[src/rtl/axi_dma_copy_master.sv]
// Single-channel DMA copy engine: one-beat AXI read then one-beat write per word.
// Optional watchdog: define AXI_DMA_TIMEOUT_EN to build the stall timeout and err flag.
//
// Ports:
//   clk, reset_n                         clock, async active-low reset
//   start, src_addr, dst_addr, len       transfer request, sampled in IDLE
//   busy, done, words_done, err          status
//   araddr/arvalid/arready               AR channel
//   rdata/rvalid/rready                  R channel
//   awaddr/awvalid/awready               AW channel
//   wdata/wstrb/wvalid/wready            W channel
//   bvalid/bready                        B channel
module axi_dma_copy_master #(
  parameter int ADDR_WIDTH     = 32,
  parameter int DATA_WIDTH     = 32,
  parameter int LEN_WIDTH      = 16,
  parameter int TIMEOUT_CYCLES = 256
) (
  input  logic                    clk,
  input  logic                    reset_n,
  input  logic                    start,
  input  logic [ADDR_WIDTH-1:0]   src_addr,
  input  logic [ADDR_WIDTH-1:0]   dst_addr,
  input  logic [LEN_WIDTH-1:0]    len,
  output logic                    busy,
  output logic                    done,
  output logic [LEN_WIDTH-1:0]    words_done,
  output logic                    err,
  output logic [ADDR_WIDTH-1:0]   awaddr,
  output logic                    awvalid,
  input  logic                    awready,
  output logic [DATA_WIDTH-1:0]   wdata,
  output logic [DATA_WIDTH/8-1:0] wstrb,
  output logic                    wvalid,
  input  logic                    wready,
  input  logic                    bvalid,
  output logic                    bready,
  output logic [ADDR_WIDTH-1:0]   araddr,
  output logic                    arvalid,
  input  logic                    arready,
  input  logic [DATA_WIDTH-1:0]   rdata,
  input  logic                    rvalid,
  output logic                    rready
);

  localparam logic [ADDR_WIDTH-1:0] STEP =
    ADDR_WIDTH'(DATA_WIDTH / 8);

  typedef enum logic [1:0] {
    S_IDLE,
    S_RD,
    S_WR,
    S_DONE
  } state_e;

  state_e                  state_q;
  logic [ADDR_WIDTH-1:0]   araddr_q;
  logic [ADDR_WIDTH-1:0]   awaddr_q;
  logic [DATA_WIDTH-1:0]   wdata_q;
  logic [LEN_WIDTH-1:0]    len_q;
  logic [LEN_WIDTH-1:0]    wdone_q;
  logic [LEN_WIDTH-1:0]    wdone_d;
  logic                    arvalid_q;
  logic                    rready_q;
  logic                    awvalid_q;
  logic                    wvalid_q;
  logic                    bready_q;
  logic                    busy_q;
  logic                    done_q;

  logic ar_hs, r_hs, aw_hs, w_hs, b_hs;
  logic r_take, b_take, last;

  assign ar_hs = arvalid_q & arready;
  assign r_hs  = rvalid & rready_q;
  assign aw_hs = awvalid_q & awready;
  assign w_hs  = wvalid_q & wready;
  assign b_hs  = bvalid & bready_q;

  // R only counts once AR is accepted (now or earlier).
  assign r_take = r_hs & (ar_hs | ~arvalid_q);

  // B only counts once both AW and W are accepted (now or earlier).
  assign b_take = b_hs
                & (~awvalid_q | awready)
                & (~wvalid_q | wready);

  assign wdone_d = wdone_q + LEN_WIDTH'(1);
  assign last    = (wdone_d == len_q);

`ifdef AXI_DMA_TIMEOUT_EN
  localparam int TW = $clog2(TIMEOUT_CYCLES + 1);

  logic [TW-1:0] tmo_q;
  logic          err_q;
  logic          act, chg, any_hs, stall, tmo_fire;

  assign act    = (state_q == S_RD) | (state_q == S_WR);
  assign chg    = ((state_q == S_RD) & r_take)
                | ((state_q == S_WR) & b_take);
  assign any_hs = ar_hs | r_hs | aw_hs | w_hs | b_hs;
  assign stall  = act & ~chg & ~any_hs;
  assign tmo_fire = stall
                  & (tmo_q == TW'(TIMEOUT_CYCLES - 1));
  assign err    = err_q;
`else
  assign err    = 1'b0;
`endif

  always_ff @(posedge clk or negedge reset_n) begin
    if (!reset_n) begin
      state_q   <= S_IDLE;
      araddr_q  <= '0;
      awaddr_q  <= '0;
      wdata_q   <= '0;
      len_q     <= '0;
      wdone_q   <= '0;
      arvalid_q <= 1'b0;
      rready_q  <= 1'b0;
      awvalid_q <= 1'b0;
      wvalid_q  <= 1'b0;
      bready_q  <= 1'b0;
      busy_q    <= 1'b0;
      done_q    <= 1'b0;
`ifdef AXI_DMA_TIMEOUT_EN
      tmo_q     <= '0;
      err_q     <= 1'b0;
`endif
    end else begin
      done_q <= 1'b0;
      unique case (state_q)
        S_IDLE: begin
          if (start) begin
            araddr_q <= src_addr;
            awaddr_q <= dst_addr;
            len_q    <= len;
            wdone_q  <= '0;
            busy_q   <= 1'b1;
`ifdef AXI_DMA_TIMEOUT_EN
            err_q    <= 1'b0;
`endif
            if (len == '0) begin
              state_q <= S_DONE;
              done_q  <= 1'b1;
            end else begin
              state_q   <= S_RD;
              arvalid_q <= 1'b1;
              rready_q  <= 1'b1;
            end
          end
        end
        S_RD: begin
          if (ar_hs) arvalid_q <= 1'b0;
          if (r_take) begin
            wdata_q   <= rdata;
            rready_q  <= 1'b0;
            arvalid_q <= 1'b0;
            awvalid_q <= 1'b1;
            wvalid_q  <= 1'b1;
            bready_q  <= 1'b1;
            state_q   <= S_WR;
          end
        end
        S_WR: begin
          if (aw_hs) awvalid_q <= 1'b0;
          if (w_hs)  wvalid_q  <= 1'b0;
          if (b_take) begin
            wdone_q   <= wdone_d;
            araddr_q  <= araddr_q + STEP;
            awaddr_q  <= awaddr_q + STEP;
            awvalid_q <= 1'b0;
            wvalid_q  <= 1'b0;
            bready_q  <= 1'b0;
            if (last) begin
              state_q <= S_DONE;
              done_q  <= 1'b1;
            end else begin
              state_q   <= S_RD;
              arvalid_q <= 1'b1;
              rready_q  <= 1'b1;
            end
          end
        end
        S_DONE: begin
          busy_q  <= 1'b0;
          state_q <= S_IDLE;
        end
      endcase
`ifdef AXI_DMA_TIMEOUT_EN
      tmo_q <= stall ? tmo_q + TW'(1) : '0;
      // Watchdog overrides whatever the FSM chose this cycle.
      if (tmo_fire) begin
        state_q   <= S_DONE;
        done_q    <= 1'b1;
        err_q     <= 1'b1;
        arvalid_q <= 1'b0;
        rready_q  <= 1'b0;
        awvalid_q <= 1'b0;
        wvalid_q  <= 1'b0;
        bready_q  <= 1'b0;
        tmo_q     <= '0;
      end
`endif
    end
  end

  assign busy       = busy_q;
  assign done       = done_q;
  assign words_done = wdone_q;
  assign araddr     = araddr_q;
  assign arvalid    = arvalid_q;
  assign rready     = rready_q;
  assign awaddr     = awaddr_q;
  assign awvalid    = awvalid_q;
  assign wdata      = wdata_q;
  assign wstrb      = '1;
  assign wvalid     = wvalid_q;
  assign bready     = bready_q;

endmodule

[config.mk]
export PLATFORM = sky130hd
export DESIGN_NAME = axi_dma_copy_master
export DESIGN_NICKNAME = d
export VERILOG_FILES = /design/src/rtl/axi_dma_copy_master.sv
export SDC_FILE = /design/constraint.sdc
export NUM_CORES = 1
export LEC_CHECK = 0
export ABC_AREA = 1
export CAP_MARGIN = 15
export CORE_MARGIN = 10
export CORE_UTILIZATION = 29
export CTS_BUF_LIST = sky130_fd_sc_hd__clkbuf_8
export CTS_CLUSTER_DIAMETER = 200
export DETAILED_ROUTE_END_ITERATION = 8
export SETUP_SLACK_MARGIN = 0.15
export SYNTH_ARGS = -nofsm -noshare
export SYNTH_HDL_FRONTEND = slang
export SYNTH_SLANG_ARGS = --single-unit
export TNS_END_PERCENT = 100
[constraint.sdc]
create_clock -name clk -period 4.6 [get_ports clk]
set_clock_uncertainty 0.05 [all_clocks]
set_input_delay 0.92 -clock clk [delete_from_list [all_inputs] [get_ports clk]]
set_output_delay 0.92 -clock clk [all_outputs]
set_load 0.01 [all_outputs]
Word level (Yosys, flattened, before mapping)
Index checks and enable logic that the tools add are counted.
{"block": "word_totals", "ff_bits": 137}
{"block": "classes", "n_reduce_logical": 16, "add_sub_neg": 3, "eq_ne": 12, "n_mux": 40, "bitwise": 14}
{"operator": "$mux W32", "count": 4}
{"operator": "$pmux W32 S2", "count": 2}
{"operator": "$add A32 B3 Y32 const B", "count": 2}
{"operator": "$mux W16", "count": 2}
{"operator": "$pmux W16 S2", "count": 1}
{"operator": "$mux W1", "count": 18}
{"operator": "$add A16 B1 Y16 const B", "count": 1}
{"operator": "$eq A16 B16 Y1", "count": 1}
{"operator": "$logic_not A16 Y1", "count": 1}
{"operator": "$reduce_and A3 Y1", "count": 5}
{"operator": "$reduce_and A6 Y1", "count": 2}
{"operator": "$mux W2", "count": 5}
{"operator": "$ne A2 B2 Y1 const B", "count": 5}
{"operator": "$pmux W1 S2", "count": 5}
{"operator": "$ne A3 B3 Y1 const B", "count": 3}
{"operator": "$and A1 B1 Y1", "count": 8}
{"operator": "$pmux W2 S4", "count": 1}
{"operator": "$pmux W1 S3", "count": 2}
{"operator": "$reduce_and A2 Y1", "count": 3}
{"operator": "$reduce_bool A2 Y1", "count": 3}
{"operator": "$eq A2 B2 Y1 const B", "count": 2}
{"operator": "$not A1 Y1", "count": 3}
{"operator": "$or A1 B1 Y1", "count": 3}
{"operator": "$reduce_bool A3 Y1", "count": 1}
{"operator": "2 further kinds", "count": 2}

Longest topological paths before layout
Gate-level depths: netlist of run 1.
{"block": "depth", "depth_word": 6, "depth_mapped": 15}

Worst setup path before layout of run 1
Ideal clock, no wire load.
{"block": "synth_path", "path_kind": "input -> register", "startpoint": "input port awready", "endpoint": "register awaddr_q[28], in the netlist awaddr[28]", "setup_ps": 131, "t_required_ps": 4419, "n_path_buf": 2, "setup_slack_ps": 2453, "path_stages": 9, "arrival_ps": 1966, "cell_sequence": "o211a_1 nand2_1 nor2_2 nor2_4 inv_2 buf_4 buf_2 o211ai_1 o21ai_0"}
{"block": "synth_via", "elab_chain_len": 5}
{"item": "start: declaration", "line": "31", "text": "input logic awready,"}
{"item": "$or A1 B1 Y1", "line": "85", "text": "& (~awvalid_q | awready)"}
{"item": "$and A1 B1 Y1", "line": "85"}
{"item": "$and A1 B1 Y1", "line": "86", "text": "& (~wvalid_q | wready);"}
{"item": "$ne A2 B2 Y1 (no line)"}
{"item": "$reduce_and A3 Y1 (no line)"}
{"item": "end signal: assignment", "line": "135", "text": "awaddr_q <= dst_addr;"}
{"item": "end signal: assignment", "line": "170", "text": "awaddr_q <= awaddr_q + STEP;"}
{"item": "end: declaration", "line": "58", "text": "logic [ADDR_WIDTH-1:0] awaddr_q;"}
Every way passes these cells.
A chain may end at the register's enable or synchronous reset.

Worst setup path in the final report of run 1
{"block": "layout_path", "startpoint": "input port awready", "endpoint": "register araddr_q[30], in the netlist araddr[30]"}
{"block": "layout_via", "elab_chain_len": 5}
{"item": "$or A1 B1 Y1", "line": "85"}
{"item": "$and A1 B1 Y1", "line": "85"}
{"item": "$and A1 B1 Y1", "line": "86"}
{"item": "$ne A2 B2 Y1 (no line)"}
{"item": "$reduce_and A3 Y1 (no line)"}
{"item": "end signal: assignment", "line": "134", "text": "araddr_q <= src_addr;"}
{"item": "end signal: assignment", "line": "169", "text": "araddr_q <= araddr_q + STEP;"}
{"item": "end: declaration", "line": "57", "text": "logic [ADDR_WIDTH-1:0] araddr_q;"}
Every way passes these cells.

==> results of run 1 <==
## where the power goes
part,internal (uW),switching [uW]
registers,1710,601
logic,1460,1820
clock network,403,600
## metal layers
| metal | track usage [%] | routed length, um |
|---|---|---|
| met3 | 5.417 | 2314 |
| met1 | 21.18 | 13170 |
| met4 | 4.923 | 500 |
| met2 | 26.30 | 13710 |
| met5 | 0 | 0 |
## cell type report
type	instances	area [sq um]
Inverter	126	474.2
Clock inverter	15	142.6
Sequential cell	137	3428
Tap cell	378	473.0
Multi-Input combinational cell	849	4065
Clock buffer	17	234.0
Fill cell	2932	16500
Timing Repair Buffer	247	2464
Antenna cell	1	2.502
## how the worst min path moves through the flow
stage	start	to	slack [ns]	cells past startpoint
5_1_grt	wdata[5]$_DFFE_PN0P_	wdata[5]$_DFFE_PN0P_	0.46	2
2_1_floorplan	len_q[4]$_DFFE_PN0P_	len_q[4]$_DFFE_PN0P_	0.42	2
4_1_cts	wdata[5]$_DFFE_PN0P_	wdata[5]$_DFFE_PN0P_	0.43	2
6_report	wdata[5]$_DFFE_PN0P_	wdata[5]$_DFFE_PN0P_	0.43	2
3_3_place_gp	wdata[14]$_DFFE_PN0P_	wdata[14]$_DFFE_PN0P_	0.40	2
3_5_place_dp	wdata[8]$_DFFE_PN0P_	wdata[8]$_DFFE_PN0P_	0.41	2
## metrics by stage
stage	total power (uW)	hold WS (ns)	utilization (%)	instances	setup slack, ns
4_1_cts	6664	0.4331	40.61	1769	1.617
5_1_grt	7175	0.4569	40.61	1769	1.388
3_3_place_gp	5595	0.4034	39.25	1737	1.184
2_1_floorplan	3985	0.4161	-	1159	2.453
3_5_place_dp	5633	0.4087	39.25	1737	1.124
6_report	6597	0.4263	40.61	1770	1.596
## registers in the layout (all words and copies together) (netlist names)
signal      flops
len_q          16
words_done     16
rready          1
wvalid          1
wdata          32
done            1
awaddr         32
bready          1
arvalid         1
araddr         32
state_q         2
busy            1
awvalid         1
## cells by family (layout without fill, tap and decap cells)
kind of cell,count (synthesis),after routing,share of synthesized area [%]
DFF,137,137,41.95
and+or+nand+nor,637,637,34.44
buffers and inverters,173,405,8.529
adders and majority gates,3,3,0.4594
other,2,6,0.09190
xor gates and xnor gates,16,16,1.883
AOI/OAI and AO/OA,188,188,12.65
## synthesized netlist by cell type, types with 2 or more instances
master and count:
buf_2 14, xnor2_1 3, o21ai_1 4, nand3_1 106, o21ai_0 100, nand2_2 6, nor2_2 10, o211ai_1 11
nand3b_1 8, xor2_1 12, clkbuf_1 25, nor3_1 22, nand4_1 26, conb_1 2, a31oi_1 4, dfrtp_1 137
o22ai_1 17, nand2_1 339, inv_2 5, buf_4 8, nor4_1 4, o32ai_1 3, nor3b_1 4, nor2_1 96
nor2_4 3, inv_1 120, or2_2 4, a21oi_1 40, nand3_2 3, a22oi_1 5, ha_1 3
## critical path, stage by stage
cell and delay [ns]:
clkdlybuf4s50_1 0.49, o211a_1 0.16, nand2_1 0.15, nor2_2 0.50, nor2_4 0.06, clkinv_2 0.26, buf_4 0.45, o21ai_0 0.16
o22ai_1 0.16
==> metrics.cfg, run 1 <==
[grt]
gr-total-overflow=0
grt_max_degree=95
grt_pass1_wl_mm=47.91
antenna_found_initial=1
grt_pass1_vias=8643
track_usage_pct=16.64

[clock_tree]
cts_inserted_buffers=17
ctsLongestPathBuffers=2
cts_root_buf=clkbuf_8
cts-htree-levels=4
cts_resized=0
clk_pin_slew_ns=0.09
cts.hold.buffers_added=0
cts.sinks=137
cts_tree=done
cts_setup_buffers=0
insertion_delay_ns=0.46

[yosys]
netlist_area_sq_um=8172
ys_ff_latch=137
synth_edf_count=0
synth_top_area_share_pct=41.95
synthFlopType=dfrtp_1
synthDistinctLibCells=43
netlist_instances=1156
synth_warnings=0
async_reset_ff_share_pct=100.0
synth_area_leaders=dfrtp_1 (42%), nand2_1 (16%), nand3_1 (6.5%)
synth-seq-area-share_pct=41.95
synth_area_per_cell_sq_um=7.069
yosysTopAreaCell=dfrtp_1

[detailed_routing]
routedWlPerCell_um=16.78
wl_mm=29.69
first_pass_iters=5
remaining_drc_errors=0
viasPerCell=4.834
ant_nets=0
vias=8556
drtIter0Drc=590

[critical_path]
endpoint=araddr[30]$_DFFE_PN0P_
reg2reg_depth=9
crit_fanout=42
path_class=in -> reg
crit_path_start_kind=input pin
cp.arrival_ns=3.33
r2r-end=araddr[25]$_DFFE_PN0P_
crit_required_ns=4.92
critPathCaptureType=register
crit_start=awready
r2r_slack_ns=1.79
r2r_start=state_q[1]$_DFFE_PN0P_

[timing]
setup_viol=0
slew_headroom_pct=35.45
max_clock_freq_ghz=0.3329
rsz0062_at_grt=false
worst_pin_slew_ns=0.9624
slew_violations=0
min_period_ns=3.004
finalHoldViolCount=0
fin_crit_sh_pct=65.30
final.setup.tns_ns=0

[power_and_ir_drop]
ir_drop_uv=260.4
p_leak_uw=0.004957
power.density_nw_per_um2=584.7

[floorplanning]
die-area_sq_um=35290
core_sq_um=27780
die_h_um=187.9
dieWidth_um=187.9
rows=61
start_util_pct=29.41
io_pins=244

[cells_and_area]
fin_area_sq_um=11280
layout_common_cells=nand2_1 (339), clkdlybuf4s50_1 (237), dfrtp_1 (137)
area_growth_syn_to_layout_pct=38.08
nets=1501
drive_gt1_share_pct=5.679
final_common_cell=nand2_1

[placement]
io_buffers=238
place_area_sq_um=10900
gp_congestion=0.8628
hpwl_mm=22.03

[status]
status=finished, final reports clean

[job]
drv_cap=0

[worst_hold_path]
hp-class=reg -> reg

No activity file was read; power rests on OpenSTA's default activity.
==> run 2: changes to the inputs <==
==> constraint.sdc (replaced) <==
create_clock -name clk -period 2.8 [get_ports clk]
set_clock_uncertainty 0.05 [all_clocks]
set_input_delay 0.56 -clock clk [delete_from_list [all_inputs] [get_ports clk]]
set_output_delay 0.56 -clock clk [all_outputs]
set_load 0.01 [all_outputs]
==> run 2 against run 1 <==
Against the previous run:
- routed wire length is 0.90% higher
- via count is 0.46% higher
- die area stayed put
- register-to-register slack worse by 1.4 ns
- core utilization is 0.33 points higher
- largest cell class unchanged
==> metrics.cfg, run 2 (synthesized netlist as in run 1, its figures left out) <==
[job]
drv_cap=0

[floorplanning]
start_util_pct=29.41
io_pins=244
core_sq_um=27780
rows=61
die_h_um=187.9
dieWidth_um=187.9
die-area_sq_um=35290

[critical_path]
critPathCaptureType=register
reg2reg_depth=8
r2r_start=araddr[3]$_DFFE_PN0P_
r2r-end=araddr[26]$_DFFE_PN0P_
crit_required_ns=3.09
crit_fanout=6
endpoint=araddr[26]$_DFFE_PN0P_
crit_path_start_kind=register
cp.arrival_ns=2.69
r2r_slack_ns=0.40
crit_start=araddr[3]$_DFFE_PN0P_
path_class=reg -> reg

[clock_tree]
cts_inserted_buffers=17
insertion_delay_ns=0.46
clk_pin_slew_ns=0.10
cts_tree=done
cts_resized=0
cts-htree-levels=4
ctsLongestPathBuffers=2
cts_root_buf=clkbuf_8
cts.sinks=137

[timing]
worst_pin_slew_ns=0.7825
slew_headroom_pct=47.83
max_clock_freq_ghz=0.4170
rsz0062_at_grt=false
whs_ns=0.4280
setup_viol=0
fin_crit_sh_pct=85.65
finalHoldViolCount=0
final.setup.tns_ns=0
min_period_ns=2.398
slew_violations=0

[detailed_routing]
vias=8595
wl_met1_mm=13.19
routedWlPerCell_um=16.85
remaining_drc_errors=0
ant_nets=0
first_pass_iters=5
wl_mm=29.96
viasPerCell=4.834
drtIter0Drc=653
top_layer_used=met4
met2WireLength_mm=14.02
dr_wl_met3_mm=2.305

[power_and_ir_drop]
ir_drop_uv=423.1
p_leak_uw=0.004997
power.density_nw_per_um2=959.4

[cells_and_area]
fin_area_sq_um=11380
multi_input_area_sq_um=4065
drive_gt1_share_pct=6.147
fillCellCount=2872
area_growth_syn_to_layout_pct=39.21
seq_area_sq_um=3428
final_common_cell=nand2_1
layout_common_cells=nand2_1 (339), clkdlybuf4s50_1 (237), dfrtp_1 (137)
nets=1509

[grt]
track_usage_pct=16.62
antenna_found_initial=1
grt_pass1_vias=8420
gr-total-overflow=0
grt_max_degree=74
grt_pass1_wl_mm=47.64

[placement]
io_buffers=238
gp_congestion=0.8675
hpwl_mm=22.61
place_area_sq_um=10980

[worst_hold_path]
hp-class=reg -> reg

[status]
status=finished, final reports clean

==> run 2: changes by cell type in the layout (fill, tap and decap cells not counted), sizes merged <==
cell	delta
buf	+7
inv	-6
clkbuf	+3
clkinvlp	+2
clkinv	+1
dlygate4sd3	+1
==> run 2: worst min-delay path by stage <==
stage,start,slack [ns],end,cells after the start
after floorplan,reset_n,0.21,araddr[0]$_DFFE_PN0P_,0
after global placement,wdata[3]$_DFFE_PN0P_,0.40,wdata[3]$_DFFE_PN0P_,2
after detailed placement,wdata[7]$_DFFE_PN0P_,0.41,wdata[7]$_DFFE_PN0P_,2
after CTS,wdata[7]$_DFFE_PN0P_,0.43,wdata[7]$_DFFE_PN0P_,2
after global routing,wdata[18]$_DFFE_PN0P_,0.45,wdata[18]$_DFFE_PN0P_,2
final,wdata[7]$_DFFE_PN0P_,0.43,wdata[7]$_DFFE_PN0P_,2
==> run 2: routing by layer <==
metal | up-vias | GRT usage, %
li1 | 4252 | -
met1 | 4038 | 21.02
met2 | 282 | 26.63
met3 | 23 | 5.399
met4 | 0 | 4.462
met5 | - | 0
==> run 2: final cells by class <==
cell class                 count  area share [%]
inverter                     126           4.169
clock inverter                12          0.9349
clock buffer                  20           2.420
sequential                   137           30.14
tap                          378           4.158
timing repair buffer         255           22.43
antenna                        1         0.02200
multi-input combinational    849           35.73
==> run 2: critical path, stage by stage, from the launching register on <==
cell     delay [ns]
dfrtp_1        0.48
ha_1           0.32
nand3_1        0.19
nor2_1         0.31
nand3_2        0.24
nor4_4         0.32
a21oi_1        0.11
o21ai_0        0.20
nand2_1        0.07
==> run 2: repair_timing <==
action / CTS / global route
endpoints found under the hold margin: 5 / 0
hold buffers: 1 / 0
buffers inserted: 0 / 0
==> run 2: through the flow <==
| stage | std cells | utilization [%] | total power (uW) | worst slack, ns |
|---|---|---|---|---|
| floorplan | 1159 | - | 6547 | 0.8847 |
| global route | 1777 | 40.94 | 11860 | 0.1806 |
| finish | 1778 | 40.95 | 10910 | 0.4017 |
| detailed placement | 1744 | 39.53 | 9328 | 0.2364 |
| CTS | 1777 | 40.94 | 11020 | 0.4241 |
| global placement | 1744 | 39.53 | 9252 | 0.2705 |
==> run 2: where the power goes <==
group | internal, uW | leakage [uW] | switching, uW
registers | 2810 | 0.00168 | 983
logic | 2460 | 0.00313 | 3020
clock network | 712 | 0.000187 | 924
total | 5990 | 0.00500 | 4930
==> run 3: changes to the inputs <==
--- a/config.mk
+++ b/config.mk
@@ -12,6 +12,7 @@
 export CTS_BUF_LIST = sky130_fd_sc_hd__clkbuf_8
 export CTS_CLUSTER_DIAMETER = 200
 export DETAILED_ROUTE_END_ITERATION = 8
+export GPL_ROUTABILITY_DRIVEN = 0
 export SETUP_SLACK_MARGIN = 0.15
 export SYNTH_ARGS = -nofsm -noshare
 export SYNTH_HDL_FRONTEND = slang
==> run 3 against run 2 <==
Against the previous run:
- final cell count about the same
- design area about the same
- total power increased by 0.23%
- sequential share of layout area about the same
- combinational power about the same
==> metrics.cfg, run 3 (synthesized netlist as in run 1, its figures left out) <==
[grt]
track_usage_pct=16.62
grt_max_degree=74
met2_usage_pct=26.80
grt_pass1_wl_mm=47.64
grt_pass1_vias=8399
grt_use_met3_pct=5.158
use_met1_pct=21.15
antenna_found_initial=2
gr-total-overflow=0
busiest_layer=met2

[timing]
min_period_ns=2.374
worst_pin_slew_ns=0.8124
fin_crit_sh_pct=84.79
setup_viol=0
finalHoldViolCount=0
rsz0062_at_grt=false
max_clock_freq_ghz=0.4212
slew_violations=0
final.setup.tns_ns=0
slew_headroom_pct=45.84
whs_ns=0.04090

[clock_tree]
cts.sinks=137
cts_resized=0
ctsLongestPathBuffers=2
cts_setup_buffers=0
cts-htree-levels=4
clk_pin_slew_ns=0.10
cts.hold.buffers_added=0
cts_tree=done
cts_inserted_buffers=17
insertion_delay_ns=0.45
cts_root_buf=clkbuf_8

[status]
status=finished, final reports clean

[cells_and_area]
fillCellCount=2881
nets=1507
layout.cells.non_filler=1777
final_common_cell=nand2_1
drive_gt1_share_pct=6.084
area_growth_syn_to_layout_pct=39.35
multi_input_area_sq_um=4065
layout_common_cells=nand2_1 (339), clkdlybuf4s50_1 (237), dfrtp_1 (137)
seq_area_sq_um=3428

[power_and_ir_drop]
p_sw_share_pct=44.70
seqPwrFrac_pct=34.8
power.density_nw_per_um2=960.6
power_uw=10940
combPwrFrac_pct=49.8
ir_drop_uv=363.4
p_int_uw=6049
clkPwrFrac_pct=15.4
power.switching_uw=4889
p_leak_uw=0.004998

[detailed_routing]
first_pass_iters=5
routedWlPerCell_um=16.65
vias=8595
remaining_drc_errors=0
wl_mm=29.59
viasPerCell=4.837
ant_nets=0
drtIter0Drc=608

[floorplanning]
rows=61
dieWidth_um=187.9
start_util_pct=29.41
die-area_sq_um=35290
die_h_um=187.9
core_sq_um=27780
io_pins=244

[placement]
io_buffers=238
dp.cells=1743
hpwl_mm=22.36

[critical_path]
cp.arrival_ns=2.66
r2r_slack_ns=0.43
critPathCaptureType=register
crit_required_ns=3.09
r2r_start=araddr[3]$_DFFE_PN0P_
cp_cell_sequence=ha_1, nand3_1, nor2_1, nand3_2, nor4_4, a21oi_1, o21ai_0, nand2_1
cp_slowest_stage_delay_ns=0.49
crit_fanout=6
path_class=reg -> reg
crit_start=araddr[3]$_DFFE_PN0P_
r2r-end=araddr[26]$_DFFE_PN0P_
reg2reg_depth=8
endpoint=araddr[26]$_DFFE_PN0P_
cpMaxStageDelayCell=dfrtp_1
crit_path_start_kind=register

[worst_hold_path]
hp-class=in -> async

[job]
drv_cap=0

-- run 3: layer usage --
metal,vias up,part of all wire [%]
met5,-,0
met4,0,1.1
met3,19,7.6
met2,283,47
met1,4044,44
li1,4249,-
-- run 3: critical path: cells and delay by family (launching register included) --
kind / cells / cell delay (ns)
simple gates: 5 / 1.12
flops: 1 / 0.49
fa+ha+maj: 1 / 0.31
compound gates: 2 / 0.28
-- run 3: how the worst min path moves through the flow --
stage,startpoint,endpoint,depth (start not counted)
4_1_cts,reset_n,wdata[19]$_DFFE_PN0P_,1
6_report,reset_n,wdata[24]$_DFFE_PN0P_,1
3_3_place_gp,wdata[30]$_DFFE_PN0P_,wdata[30]$_DFFE_PN0P_,2
3_5_place_dp,wdata[18]$_DFFE_PN0P_,wdata[18]$_DFFE_PN0P_,2
5_1_grt,reset_n,wdata[24]$_DFFE_PN0P_,1
2_1_floorplan,reset_n,araddr[0]$_DFFE_PN0P_,0
-- run 3: layout make-up --
class                      count  share of cell area (%)
multi-input combinational    849                   35.70
antenna                        2                 0.04395
sequential                   137                   30.11
timing repair buffer         253                   22.36
clock inverter                13                   1.176
clock buffer                  19                   2.296
inverter                     126                   4.164
tap                          378                   4.153
-- run 3: power by group through the flow --
stage	sequential, uW	clock, uW	combinational (uW)
after CTS	3800	1740	5530
final	3810	1680	5450
after global placement	3810	0	5450
after floorplan	3880	0	2670
after global routing	3960	1830	6120
after detailed placement	3820	0	5510
-- run 3: metrics by stage --
stage	setup WS, ns	utilization (%)	cell area [sq um]
CTS	0.4342	40.97	11380
detailed placement	0.2925	39.55	10990
global route	0.2164	40.98	11380
floorplan	0.8847	-	8183
finish	0.4260	40.99	11390
global placement	0.3118	39.55	10990
